[src/rtl/cdb_arbiter.sv]
// Round-robin writeback arbiter: grants up to two requesters per cycle onto the CDB broadcast slots.
// Latency: payload on cdb_* one cycle after the valid/ready transfer; req_ready is combinational.
// Backpressure: ungranted requesters hold their request; reset/flush drop all grants. Option: CDB_ARB_LSU_PRIO_EN.
package core_pkg;
    localparam int XLEN        = 32;
    localparam int LOG2_PREGS  = 6;
    localparam int ROB_ENTRIES = 32;
endpackage

module cdb_arbiter #(
    parameter int NUM_REQ   = 4,
    parameter int CDB_W     = 2,
    parameter int XLEN      = core_pkg::XLEN,
    parameter int PHYS_W    = core_pkg::LOG2_PREGS,
    parameter int ROB_IDX_W = $clog2(core_pkg::ROB_ENTRIES)
) (
    input  logic                                clk,
    input  logic                                reset,
    input  logic                                flush_pipeline,
    input  logic [NUM_REQ-1:0]                  req_valid,
    input  logic [NUM_REQ-1:0][PHYS_W-1:0]      req_tag,
    input  logic [NUM_REQ-1:0][XLEN-1:0]        req_value,
    input  logic [NUM_REQ-1:0][ROB_IDX_W-1:0]   req_rob_idx,
    output logic [NUM_REQ-1:0]                  req_ready,
    output logic [CDB_W-1:0]                    cdb_valid,
    output logic [CDB_W-1:0][PHYS_W-1:0]        cdb_tag,
    output logic [CDB_W-1:0][XLEN-1:0]          cdb_value,
    output logic [CDB_W-1:0][ROB_IDX_W-1:0]     cdb_rob_idx
);
    localparam int              PTR_W     = $clog2(NUM_REQ);
    localparam logic [PTR_W:0]  NUM_REQ_P = (PTR_W+1)'(NUM_REQ);
`ifdef CDB_ARB_LSU_PRIO_EN
    localparam logic [PTR_W-1:0] LSU_IDX  = PTR_W'(NUM_REQ-1);
`endif

    logic [PTR_W-1:0]            rr_ptr;
    logic [PTR_W-1:0]            rr_last;
    logic [PTR_W-1:0]            rr_next;
    logic                        rr_hit;
    logic                        block;
    logic                        scan_elig;
    logic [PTR_W:0]              scan_idx;
    logic [PTR_W:0]              ptr_inc;
    logic [CDB_W-1:0]            slot_vld;
    logic [CDB_W-1:0][PTR_W-1:0] slot_sel;

    always_comb begin
        req_ready = '0;
        slot_vld  = '0;
        slot_sel  = '0;
        rr_last   = rr_ptr;
        rr_hit    = 1'b0;
        scan_idx  = '0;
        scan_elig = 1'b1;
        block     = reset | flush_pipeline;
`ifdef CDB_ARB_LSU_PRIO_EN
        // LSU jumps the queue into slot 0 and stays out of the round-robin scan
        if (!block && req_valid[NUM_REQ-1]) begin
            req_ready[NUM_REQ-1] = 1'b1;
            slot_vld[0]          = 1'b1;
            slot_sel[0]          = LSU_IDX;
        end
`endif
        for (int i = 0; i < NUM_REQ; i++) begin
            scan_idx = {1'b0, rr_ptr} + (PTR_W+1)'(i);
            if (scan_idx >= NUM_REQ_P) scan_idx = scan_idx - NUM_REQ_P;
`ifdef CDB_ARB_LSU_PRIO_EN
            scan_elig = (scan_idx[PTR_W-1:0] != LSU_IDX);
`endif
            if (!block && scan_elig && req_valid[scan_idx[PTR_W-1:0]] && !slot_vld[1]) begin
                req_ready[scan_idx[PTR_W-1:0]] = 1'b1;
                rr_last = scan_idx[PTR_W-1:0];
                rr_hit  = 1'b1;
                if (!slot_vld[0]) begin
                    slot_vld[0] = 1'b1;
                    slot_sel[0] = scan_idx[PTR_W-1:0];
                end else begin
                    slot_vld[1] = 1'b1;
                    slot_sel[1] = scan_idx[PTR_W-1:0];
                end
            end
        end
        ptr_inc = {1'b0, rr_last} + (PTR_W+1)'(1);
        rr_next = (ptr_inc == NUM_REQ_P) ? '0 : ptr_inc[PTR_W-1:0];
    end

    always_ff @(posedge clk) begin
        if (reset) begin
            rr_ptr      <= '0;
            cdb_valid   <= '0;
            cdb_tag     <= '0;
            cdb_value   <= '0;
            cdb_rob_idx <= '0;
        end else begin
            if (rr_hit) rr_ptr <= rr_next;
            // flush leaves slot_vld clear, so this also squashes the broadcast
            for (int s = 0; s < CDB_W; s++) begin
                cdb_valid[s]   <= slot_vld[s];
                cdb_tag[s]     <= slot_vld[s] ? req_tag[slot_sel[s]]     : '0;
                cdb_value[s]   <= slot_vld[s] ? req_value[slot_sel[s]]   : '0;
                cdb_rob_idx[s] <= slot_vld[s] ? req_rob_idx[slot_sel[s]] : '0;
            end
        end
    end
endmodule

[config.mk]
export PLATFORM = sky130hd
export DESIGN_NAME = cdb_arbiter
export DESIGN_NICKNAME = d
export VERILOG_FILES = /design/src/rtl/cdb_arbiter.sv
export SDC_FILE = /design/constraint.sdc
export NUM_CORES = 1
export LEC_CHECK = 0
export ABC_AREA = 0
export CORE_ASPECT_RATIO = 1.5
export CORE_UTILIZATION = 44
export DETAILED_ROUTE_END_ITERATION = 7
export PLACE_DENSITY = 0.88
export SLEW_MARGIN = 10
export SYNTH_ARGS = -nofsm -noshare
export SYNTH_HDL_FRONTEND = slang
export SYNTH_SLANG_ARGS = --single-unit
[constraint.sdc]
create_clock -name clk -period 9.54 [get_ports clk]
set_clock_uncertainty 0.1 [all_clocks]
set_input_delay 1.431 -clock clk [delete_from_list [all_inputs] [get_ports clk]]
set_output_delay 1.431 -clock clk [all_outputs]
set_load 0.05 [all_outputs]
==> impl_metrics.csv, run 1 <==
group,metric,value,unit
run_status,outcome,"complete, no violations",
floorplan,dieWidth,91.9,um
clock_network,cts_tree,"done",
critical_path,start_kind,"register",
synth,ys_seq_area_share,33.8,%
critical_path,critPathCaptureType,"output pin",
detailed_routing,drc_errors,0,
critical_path,crit_fanout,23,
power_and_ir_drop,p_sw,990,uW
global_routing,grt.overflow.total,0,
placement,gp_congestion,0.914,
final_layout,finish.net_count,940,
synth,synthFlopType,"dfxtp_1",
timing,rsz0062_at_grt,"no",
job,cap_violations,0,
final_layout,final-seq-area,1800,um2
power_and_ir_drop,p_comb_share,59.4,%
floorplan,core,11700,um2
critical_path,required,8.01,ns
final_layout,area_delta_synth_final,53.8,%
timing,final.period_utilization,65.4,%
power_and_ir_drop,switching_share,46.5,%
detailed_routing,num_vias,5446,
detailed_routing,highest_layer,"met4",
floorplan,dieArea,12600,um2
clock_network,cts.htree.levels,3,
synth,synthesis.yosys.warnings,0,
timing,fin_tns_setup,0,ns
timing,min_period,6.24,ns
placement,hpwl,14700,um
floorplan,io_pins,271,
critical_path,endpoint,"req_ready[0]",
critical_path,arrival,4.71,ns
critical_path,ff2ff_path_depth,10,
timing,relSlewSlack,27.5,%
global_routing,grt_pass1_wl,30400,um
power_and_ir_drop,power_density,260,nW/um2
timing,hold_viol,0,
clock_network,path_clk_slew,0.06,ns
floorplan,start_util,45.8,%
power_and_ir_drop,p_clk_share,15.2,%
timing,fmax,160,MHz
placement,pre_cts_ws,3.53,ns
timing,fin_ws,3.30,ns
synth,syn-num-nets,701,
placement,port_buffers,270,
synth,syn_inst,512,
synth,synth.area.top_cells,"dfxtp_1 (34%), mux2i_1 (33%), o22ai_1 (10%)",
final_layout,insertedDiodeCount,0,
critical_path,reg2reg_to,"cdb_value[58]",
clock_network,clockBufferDepth,2,
detailed_routing,viasPerCell,6.02,
clock_network,cts.repair.resized,0,
clock_network,cts_buffers,9,
detailed_routing,wl,20300,um
detailed_routing,route.met3.wl,1240,um
synth,async_flop_share,0,%
synth,syn_area_per_cell,10.4,um2
floorplan,rows,48,
global_routing,grt_max_degree,58,
clock_network,postCtsSetupRepairBufs,0,
synth,synth-edff-count,0,
global_routing,grt_pass1_vias,5563,
timing,worstMarginPinSlew,1.09,ns
critical_path,r2r_slack,4.35,ns
detailed_routing,met2_length,10800,um
floorplan,die_h,137,um
hold_path,hold_path.class,"register to register",
detailed_routing,first_pass_iters,4,
final_layout,multi_input_area,3190,um2
timing,finalMaxSlewViolations,0,
synth,synth_area,5340,um2
synth,synth_top_area_cell,"dfxtp_1",
detailed_routing,drtIter0Drc,261,
synth,ys_ff_latch,90,
detailed_routing,met1_length,7280,um
critical_path,critical_path_class,"register to output pin",
synth,synth_top_area_share,33.8,%
synth,synth_cell_types,55,
clock_network,hold_buffers,0,
power_and_ir_drop,ir_worst_vdd,0.145,mV
power_and_ir_drop,seqPwrFrac,25.4,%
global_routing,antenna_found_initial,0,
final_layout,drive_above_1_share,4.91,%
detailed_routing,wl_per_cell,22.5,um
power_and_ir_drop,power.internal,1.14,mW
final_layout,fillCellCount,881,
clock_network,root_buffer,"clkbuf_16",
detailed_routing,ant_nets,0,
clock_network,cts.sinks,90,
clock_network,clkLatencyLatePin,0.33,ns
timing,setup_violations,0,
global_routing,grtUsageTotal,31.4,%
power_and_ir_drop,power.leakage,3.90,nW
[power groups by stage]
stage | clock network [mW] | logic (mW) | registers, mW
finish | 0.323 | 1.27 | 0.542
global route | 0.346 | 1.31 | 0.552
CTS | 0.330 | 1.26 | 0.542
detailed placement | 0 | 1.25 | 0.550
global placement | 0 | 1.24 | 0.545
floorplan | 0 | 0.473 | 0.926
[worst min path at each step]
| stage | startpoint | cells after the start | slack, ns | endpoint |
|---|---|---|---|---|
| global placement | rr_ptr[1] | 4 | 0.98 | rr_ptr[1] |
| CTS | rr_ptr[1] | 4 | 1.04 | rr_ptr[1] |
| detailed placement | rr_ptr[1] | 4 | 1.03 | rr_ptr[1] |
| floorplan | rr_ptr[1] | 3 | 0.87 | cdb_valid[0] |
| global route | rr_ptr[1] | 4 | 1.13 | rr_ptr[1] |
| finish | register | 3 | 1.05 | rr_ptr[1] |
[per-layer routing]
metal,up-vias,track usage [%]
li1,2473,-
met1,2610,32.7
met2,291,57.9
met3,72,7.33
met4,0,16.5
met5,-,0
[placed cells by master, fill, tap and decap left out, types with 3 or more instances in the layout]
cell type / n
a21oi_1: 3
a222oi_1: 4
a32oi_1: 3
and2_1: 3
buf_4: 6
clkbuf_16: 9
clkdlybuf4s50_1: 270
dfxtp_1: 90
ha_1: 10
inv_1: 3
mux2_2: 4
mux2i_1: 175
mux4_2: 4
nand2_1: 16
nand3_1: 7
nand4_1: 3
nor2_1: 7
nor3_1: 3
o211ai_1: 3
o22ai_1: 86
xnor2_1: 3
[synthesized netlist by cell type (3+ instances only)]
cell      instances
mux2i_1         175
dfxtp_1          90
o22ai_1          86
buf_2            19
nand2_1          16
clkbuf_1         10
ha_1             10
nand3_1           7
nor2_1            7
buf_4             6
buf_6             5
a222oi_1          4
buf_12            4
mux2_2            4
mux4_2            4
a21oi_1           3
a32oi_1           3
and2_1            3
buf_1             3
inv_1             3
nand4_1           3
nor3_1            3
o211ai_1          3
xnor2_1           3
[worst max-delay path: stages (launching register included)]
cell             delay (ns)
dfxtp_1                0.97
inv_1                  0.42
ha_1                   0.60
mux4_2                 0.50
and2_1                 0.30
maj3_1                 0.40
nor2_1                 0.22
nand2_1                0.09
nand2_1                0.07
clkdlybuf4s50_1        0.80
[area by class of cell]
| cell class | instances | share of cell area, % |
|---|---|---|
| Clock buffer | 11 | 2.96 |
| Clock inverter | 3 | 0.214 |
| Inverter | 4 | 0.183 |
| Multi-Input combinational cell | 370 | 38.9 |
| Sequential cell | 90 | 22.0 |
| Tap cell | 150 | 2.29 |
| Timing Repair Buffer | 276 | 33.5 |
[stage by stage]
| stage | hold WS (ns) | std cells | utilization (%) | area, um2 | total power [mW] |
|---|---|---|---|---|---|
| floorplan | 0.871 | 512 | - | 5340 | 1.40 |
| global placement | 0.980 | 890 | 68.2 | 7940 | 1.78 |
| detailed placement | 1.03 | 890 | 68.2 | 7940 | 1.80 |
| CTS | 1.04 | 904 | 70.4 | 8200 | 2.13 |
| global route | 1.13 | 904 | 70.4 | 8200 | 2.21 |
| finish | 1.05 | 904 | 70.4 | 8200 | 2.13 |
[sequential cells by signal, indices dropped and copies added, names as in the netlist, named ones only]
name,cells
cdb_rob_idx,10
cdb_tag,12
cdb_valid,2
cdb_value,64
rr_ptr,1
[kinds of logic after synthesis]
logic type / after synthesis / synth area share (%)
AO/OA/AOI/OAI: 122 / 16.0
XOR/XNOR: 3 / 0.493
adder cells (fa/ha/maj): 12 / 2.72
buffers and inverters: 52 / 6.66
flip-flops: 90 / 33.8
multiplexers: 183 / 35.4
AND/OR/NAND/NOR: 50 / 4.95
No activity file was read; power rests on OpenSTA's default activity.
==> inputs of run 2 (changes only) <==
--- a/config.mk
+++ b/config.mk
@@ -7,9 +7,9 @@
 export LEC_CHECK = 0
 export ABC_AREA = 0
 export CORE_ASPECT_RATIO = 1.5
-export CORE_UTILIZATION = 44
+export CORE_UTILIZATION = 37
 export DETAILED_ROUTE_END_ITERATION = 7
-export PLACE_DENSITY = 0.88
+export PLACE_DENSITY = 0.79
 export SLEW_MARGIN = 10
 export SYNTH_ARGS = -nofsm -noshare
 export SYNTH_HDL_FRONTEND = slang
==> constraint.sdc (replaced) <==
create_clock -name clk -period 5.3 [get_ports clk]
set_clock_uncertainty 0.1 [all_clocks]
set_input_delay 0.795 -clock clk [delete_from_list [all_inputs] [get_ports clk]]
set_output_delay 0.795 -clock clk [all_outputs]
set_load 0.05 [all_outputs]
==> run 2 against run 1 <==
Net effect:
- cell count rose by 5.6%
- total power up 84%
- register-to-register slack lost 2.7 ns
- global-route usage shrank 4.8 points
- design area is 2.6% higher
- critical path depth unchanged
- critical endpoint is now req_ready[2]
- largest cell class unchanged
- largest power group unchanged
==> impl_metrics.csv, run 2 (synthesis results as in run 1) <==
group,metric,value,unit
floorplan,die_h,149,um
detailed_routing,viasPerCell,5.60,
timing,finalMaxSlewViolations,0,
clock_network,cts_tree,"done",
power_and_ir_drop,total_power,3.93,mW
global_routing,grtUsageTotal,26.5,%
critical_path,crit_buf_inv,3,
critical_path,critPathSlowestCell,"clkdlybuf4s50_1",
floorplan,dieWidth,100,um
detailed_routing,drtIter0Drc,157,
timing,setup_violations,0,
timing,relSlewSlack,29.4,%
job,cap_violations,0,
timing,fin_ws,0.465,ns
global_routing,grt_max_degree,44,
floorplan,start_util,37.9,%
critical_path,arrival,3.94,ns
power_and_ir_drop,power.internal,2.12,mW
power_and_ir_drop,switching_share,46.1,%
clock_network,root_buffer,"clkbuf_16",
global_routing,grt_pass1_wl,30100,um
power_and_ir_drop,power_density,467,nW/um2
global_routing,antenna_found_initial,0,
final_layout,insertedDiodeCount,0,
detailed_routing,num_vias,5351,
hold_path,hold_path.class,"register to register",
timing,fmax,207,MHz
clock_network,cts_buffers,9,
critical_path,critical_path_class,"primary input to output pin",
critical_path,crit_family,"buffers and inverters",
final_layout,area_delta_synth_final,57.7,%
clock_network,cts.htree.levels,3,
power_and_ir_drop,p_comb_share,59.3,%
timing,fin_tns_setup,0,ns
placement,hpwl,15200,um
placement,gp_congestion,0.906,
critical_path,cp_cell_sequence,"clkdlybuf4s50_1 -> mux4_2 -> nand2_1 -> inv_2 -> maj3_1 -> nor2_1 -> nand2_1 -> nand2_1 -> clkdlybuf4s50_1",
global_routing,grt.overflow.total,0,
placement,dpl_cell_area,8110,um2
timing,min_period,4.84,ns
final_layout,final_cell_area,8420,um2
placement,port_buffers,270,
timing,final.period_utilization,91.2,%
final_layout,final_core_util,59.9,%
power_and_ir_drop,power.leakage,3.98,nW
placement,pre_cts_ws,0.493,ns
final_layout,top_regs,"cdb_value: 64 flops, cdb_tag: 12 flops, cdb_rob_idx: 10 flops",
clock_network,clkLatencyLatePin,0.33,ns
timing,rsz0062_at_grt,"no",
floorplan,core,14100,um2
final_layout,drive_above_1_share,6.16,%
critical_path,required,4.41,ns
final_layout,largest_register_ffs,64,
detailed_routing,wl_per_cell,21.4,um
power_and_ir_drop,p_clk_share,16.8,%
global_routing,grt_pass1_vias,5530,
final_layout,final_cell_mix,"clkdlybuf4s50_1 (270), mux2i_1 (175), dfxtp_1 (90), o22ai_1 (86), nand2_1 (15)",
final_layout,finalNonFillerCells,955,
clock_network,clockBufferDepth,2,
detailed_routing,drc_errors,0,
placement,dpl.cell_count,939,
clock_network,path_clk_slew,0.06,ns
timing,worstMarginPinSlew,1.06,ns
clock_network,postCtsSetupRepairBufs,0,
power_and_ir_drop,ir_worst_vdd,0.327,mV
detailed_routing,wl,20500,um
final_layout,regMostFlops,"cdb_value",
final_layout,finish.net_count,947,
final_layout,final_common_cell,"clkdlybuf4s50_1",
detailed_routing,ant_nets,0,
detailed_routing,first_pass_iters,4,
critical_path,crit_fanout,10,
critical_path,start_kind,"primary input",
power_and_ir_drop,seqPwrFrac,23.9,%
clock_network,hold_buffers,0,
run_status,outcome,"complete, no violations",
final_layout,fillCellCount,1205,
clock_network,cts.repair.resized,0,
critical_path,slowest_delay,0.80,ns
floorplan,io_pins,271,
clock_network,cts.sinks,90,
floorplan,rows,53,
timing,hold_viol,0,
power_and_ir_drop,p_sw,1.81,mW
critical_path,crit_top_cell,"nand2_1",
critical_path,critPathCaptureType,"output pin",
timing,fin_hold_ws,0.687,ns
floorplan,dieArea,14900,um2
[run 2: worst min-delay path: stages, from the launching register on]
cell	delay, ns
dfxtp_1	0.33
inv_1	0.17
xnor2_1	0.20
nor2_1	0.04
[run 2: cell type report]
cell class                 instances  area (um2)  area share, %
inverter                           4        15.0          0.178
timing repair buffer             283        2860           34.0
multi-input combinational        370        3190           38.0
clock inverter                     6        72.6          0.862
clock buffer                      10         229           2.72
tap                              192         240           2.85
sequential                        90        1800           21.4
[run 2: routing by layer]
metal | up-vias | track usage [%] | part of all wire (%)
met5 | - | 0 | 0
met4 | 0 | 12.9 | 3.8
met3 | 51 | 4.78 | 5.7
met2 | 229 | 50.9 | 55
met1 | 2581 | 27.2 | 36
li1 | 2490 | - | -
[run 2: power by group through the flow]
| stage | clock network [mW] | registers [mW] | logic (mW) |
|---|---|---|---|
| after detailed placement | 0 | 0.955 | 2.33 |
| final | 0.659 | 0.939 | 2.33 |
| after global placement | 0 | 0.949 | 2.29 |
| after global routing | 0.700 | 0.958 | 2.43 |
| after CTS | 0.676 | 0.941 | 2.33 |
| after floorplan | 0 | 1.67 | 0.851 |
[run 2: final timing paths]
path                              startpoint        endpoint  slack, ns  cells past startpoint
worst max-delay path            req_valid[1]    req_ready[2]       0.46                      9
worst min-delay path                register        register       0.69                      3
worst max register to register      register  cdb_rob_idx[0]       1.62                      8
worst min register to register      register        register       0.69                      3
==> inputs of run 3 (changes only) <==
--- a/config.mk
+++ b/config.mk
@@ -8,6 +8,7 @@
 export ABC_AREA = 0
 export CORE_ASPECT_RATIO = 1.5
 export CORE_UTILIZATION = 37
+export CTS_BUF_LIST = sky130_fd_sc_hd__clkbuf_16
 export DETAILED_ROUTE_END_ITERATION = 7
 export PLACE_DENSITY = 0.79
 export SLEW_MARGIN = 10
==> run 3 against run 2 <==
Net effect:
- first-iteration DRC count unchanged
- wire length barely moved
- non-clock buffer count unchanged
- flip-flop and latch count stayed put
- sequential power barely moved
- critical endpoint unchanged
- combinational power hardly changed
==> impl_metrics.csv, run 3 (synthesis results as in run 1) <==
group,metric,value,unit
global_routing,antenna_found_initial,0,
final_layout,regMostFlops,"cdb_value",
clock_network,postCtsSetupRepairBufs,0,
critical_path,critical_path_class,"primary input to output pin",
job,cap_violations,0,
placement,pre_cts_ws,0.493,ns
timing,min_period,4.84,ns
critical_path,crit_fanout,10,
detailed_routing,num_vias,5351,
power_and_ir_drop,p_sw,1.81,mW
detailed_routing,drc_errors,0,
power_and_ir_drop,power_density,467,nW/um2
run_status,outcome,"complete, no violations",
hold_path,hold_path.class,"register to register",
clock_network,cts.repair.resized,0,
floorplan,die_h,149,um
final_layout,top_regs,"cdb_value: 64 flops, cdb_tag: 12 flops, cdb_rob_idx: 10 flops",
clock_network,cts_buffers,9,
final_layout,fillCellCount,1205,
power_and_ir_drop,total_power,3.93,mW
critical_path,critPathCaptureType,"output pin",
final_layout,largest_register_ffs,64,
global_routing,grt_pass1_vias,5530,
floorplan,dieArea,14900,um2
clock_network,path_clk_slew,0.06,ns
critical_path,arrival,3.94,ns
clock_network,cts.htree.levels,3,
timing,fmax,207,MHz
final_layout,final_cell_mix,"clkdlybuf4s50_1 (270), mux2i_1 (175), dfxtp_1 (90), o22ai_1 (86), nand2_1 (15)",
timing,fin_ws,0.465,ns
timing,relSlewSlack,29.4,%
timing,hold_viol,0,
global_routing,grt_pass1_wl,30100,um
floorplan,start_util,37.9,%
floorplan,core,14100,um2
power_and_ir_drop,p_clk_share,16.7,%
critical_path,required,4.41,ns
detailed_routing,ant_nets,0,
power_and_ir_drop,power.leakage,3.98,nW
timing,setup_violations,0,
timing,finalMaxSlewViolations,0,
timing,fin_tns_setup,0,ns
global_routing,grt_max_degree,44,
clock_network,clkLatencyLatePin,0.33,ns
floorplan,io_pins,271,
power_and_ir_drop,ir_worst_vdd,0.327,mV
final_layout,final_common_cell,"clkdlybuf4s50_1",
detailed_routing,viasPerCell,5.60,
placement,hpwl,15200,um
power_and_ir_drop,p_comb_share,59.4,%
final_layout,finish.net_count,947,
global_routing,grt.overflow.total,0,
placement,gp_congestion,0.906,
final_layout,area_delta_synth_final,57.7,%
floorplan,rows,53,
clock_network,cts.sinks,90,
detailed_routing,wl_per_cell,21.4,um
critical_path,start_kind,"primary input",
clock_network,root_buffer,"clkbuf_16",
final_layout,insertedDiodeCount,0,
detailed_routing,first_pass_iters,4,
clock_network,clockBufferDepth,2,
clock_network,cts_tree,"done",
power_and_ir_drop,power.internal,2.11,mW
detailed_routing,wl,20500,um
power_and_ir_drop,switching_share,46.2,%
final_layout,drive_above_1_share,6.16,%
power_and_ir_drop,seqPwrFrac,23.9,%
placement,port_buffers,270,
timing,worstMarginPinSlew,1.06,ns
clock_network,hold_buffers,0,
detailed_routing,drtIter0Drc,157,
global_routing,grtUsageTotal,26.5,%
timing,final.period_utilization,91.2,%
floorplan,dieWidth,100,um
timing,rsz0062_at_grt,"no",
[run 3: layer usage]
layer | wire length, um | global-route usage [%] | share of wire [%]
met5 | 0 | 0 | 0
met4 | 779 | 12.9 | 3.8
met3 | 1170 | 4.78 | 5.7
met2 | 11200 | 50.9 | 55
met1 | 7350 | 27.2 | 36
[run 3: stage by stage]
stage | hold slack, ns | std cells | utilization [%] | area [um2]
floorplan | 0.767 | 512 | - | 5340
global placement | 0.650 | 939 | 57.7 | 8110
detailed placement | 0.667 | 939 | 57.7 | 8110
CTS | 0.683 | 955 | 59.9 | 8420
global route | 0.728 | 955 | 59.9 | 8420
finish | 0.687 | 955 | 59.9 | 8420
[run 3: critical path: stages]
cell             delay [ns]
clkdlybuf4s50_1        0.54
mux4_2                 0.59
nand2_1                0.25
inv_2                  0.15
maj3_1                 0.39
nor2_1                 0.24
nand2_1                0.09
nand2_1                0.08
clkdlybuf4s50_1        0.80
[run 3: cell type report]
class / count / area (um2) / share of cell area [%]
Clock buffer: 9 / 225 / 2.68
Clock inverter: 7 / 76.3 / 0.907
Inverter: 4 / 15.0 / 0.178
Multi-Input combinational cell: 370 / 3190 / 38.0
Sequential cell: 90 / 1800 / 21.4
Tap cell: 192 / 240 / 2.85
Timing Repair Buffer: 283 / 2860 / 34.0
[run 3: path summary, 6_finish.rpt]
| kind | start | slack, ns | end | cells after the start |
|---|---|---|---|---|
| setup / recovery | req_valid[1] | 0.46 | req_ready[2] | 9 |
| hold / removal | register | 0.69 | register | 3 |
| setup reg to reg | register | 1.62 | cdb_rob_idx[0] | 8 |
| hold reg to reg | register | 0.69 | register | 3 |
[run 3: power by group through the flow]
stage | Combinational (mW) | Sequential, mW | Clock [mW]
floorplan | 0.851 | 1.67 | 0
global placement | 2.29 | 0.949 | 0
detailed placement | 2.33 | 0.955 | 0
CTS | 2.33 | 0.941 | 0.674
global route | 2.43 | 0.958 | 0.698
finish | 2.33 | 0.939 | 0.657
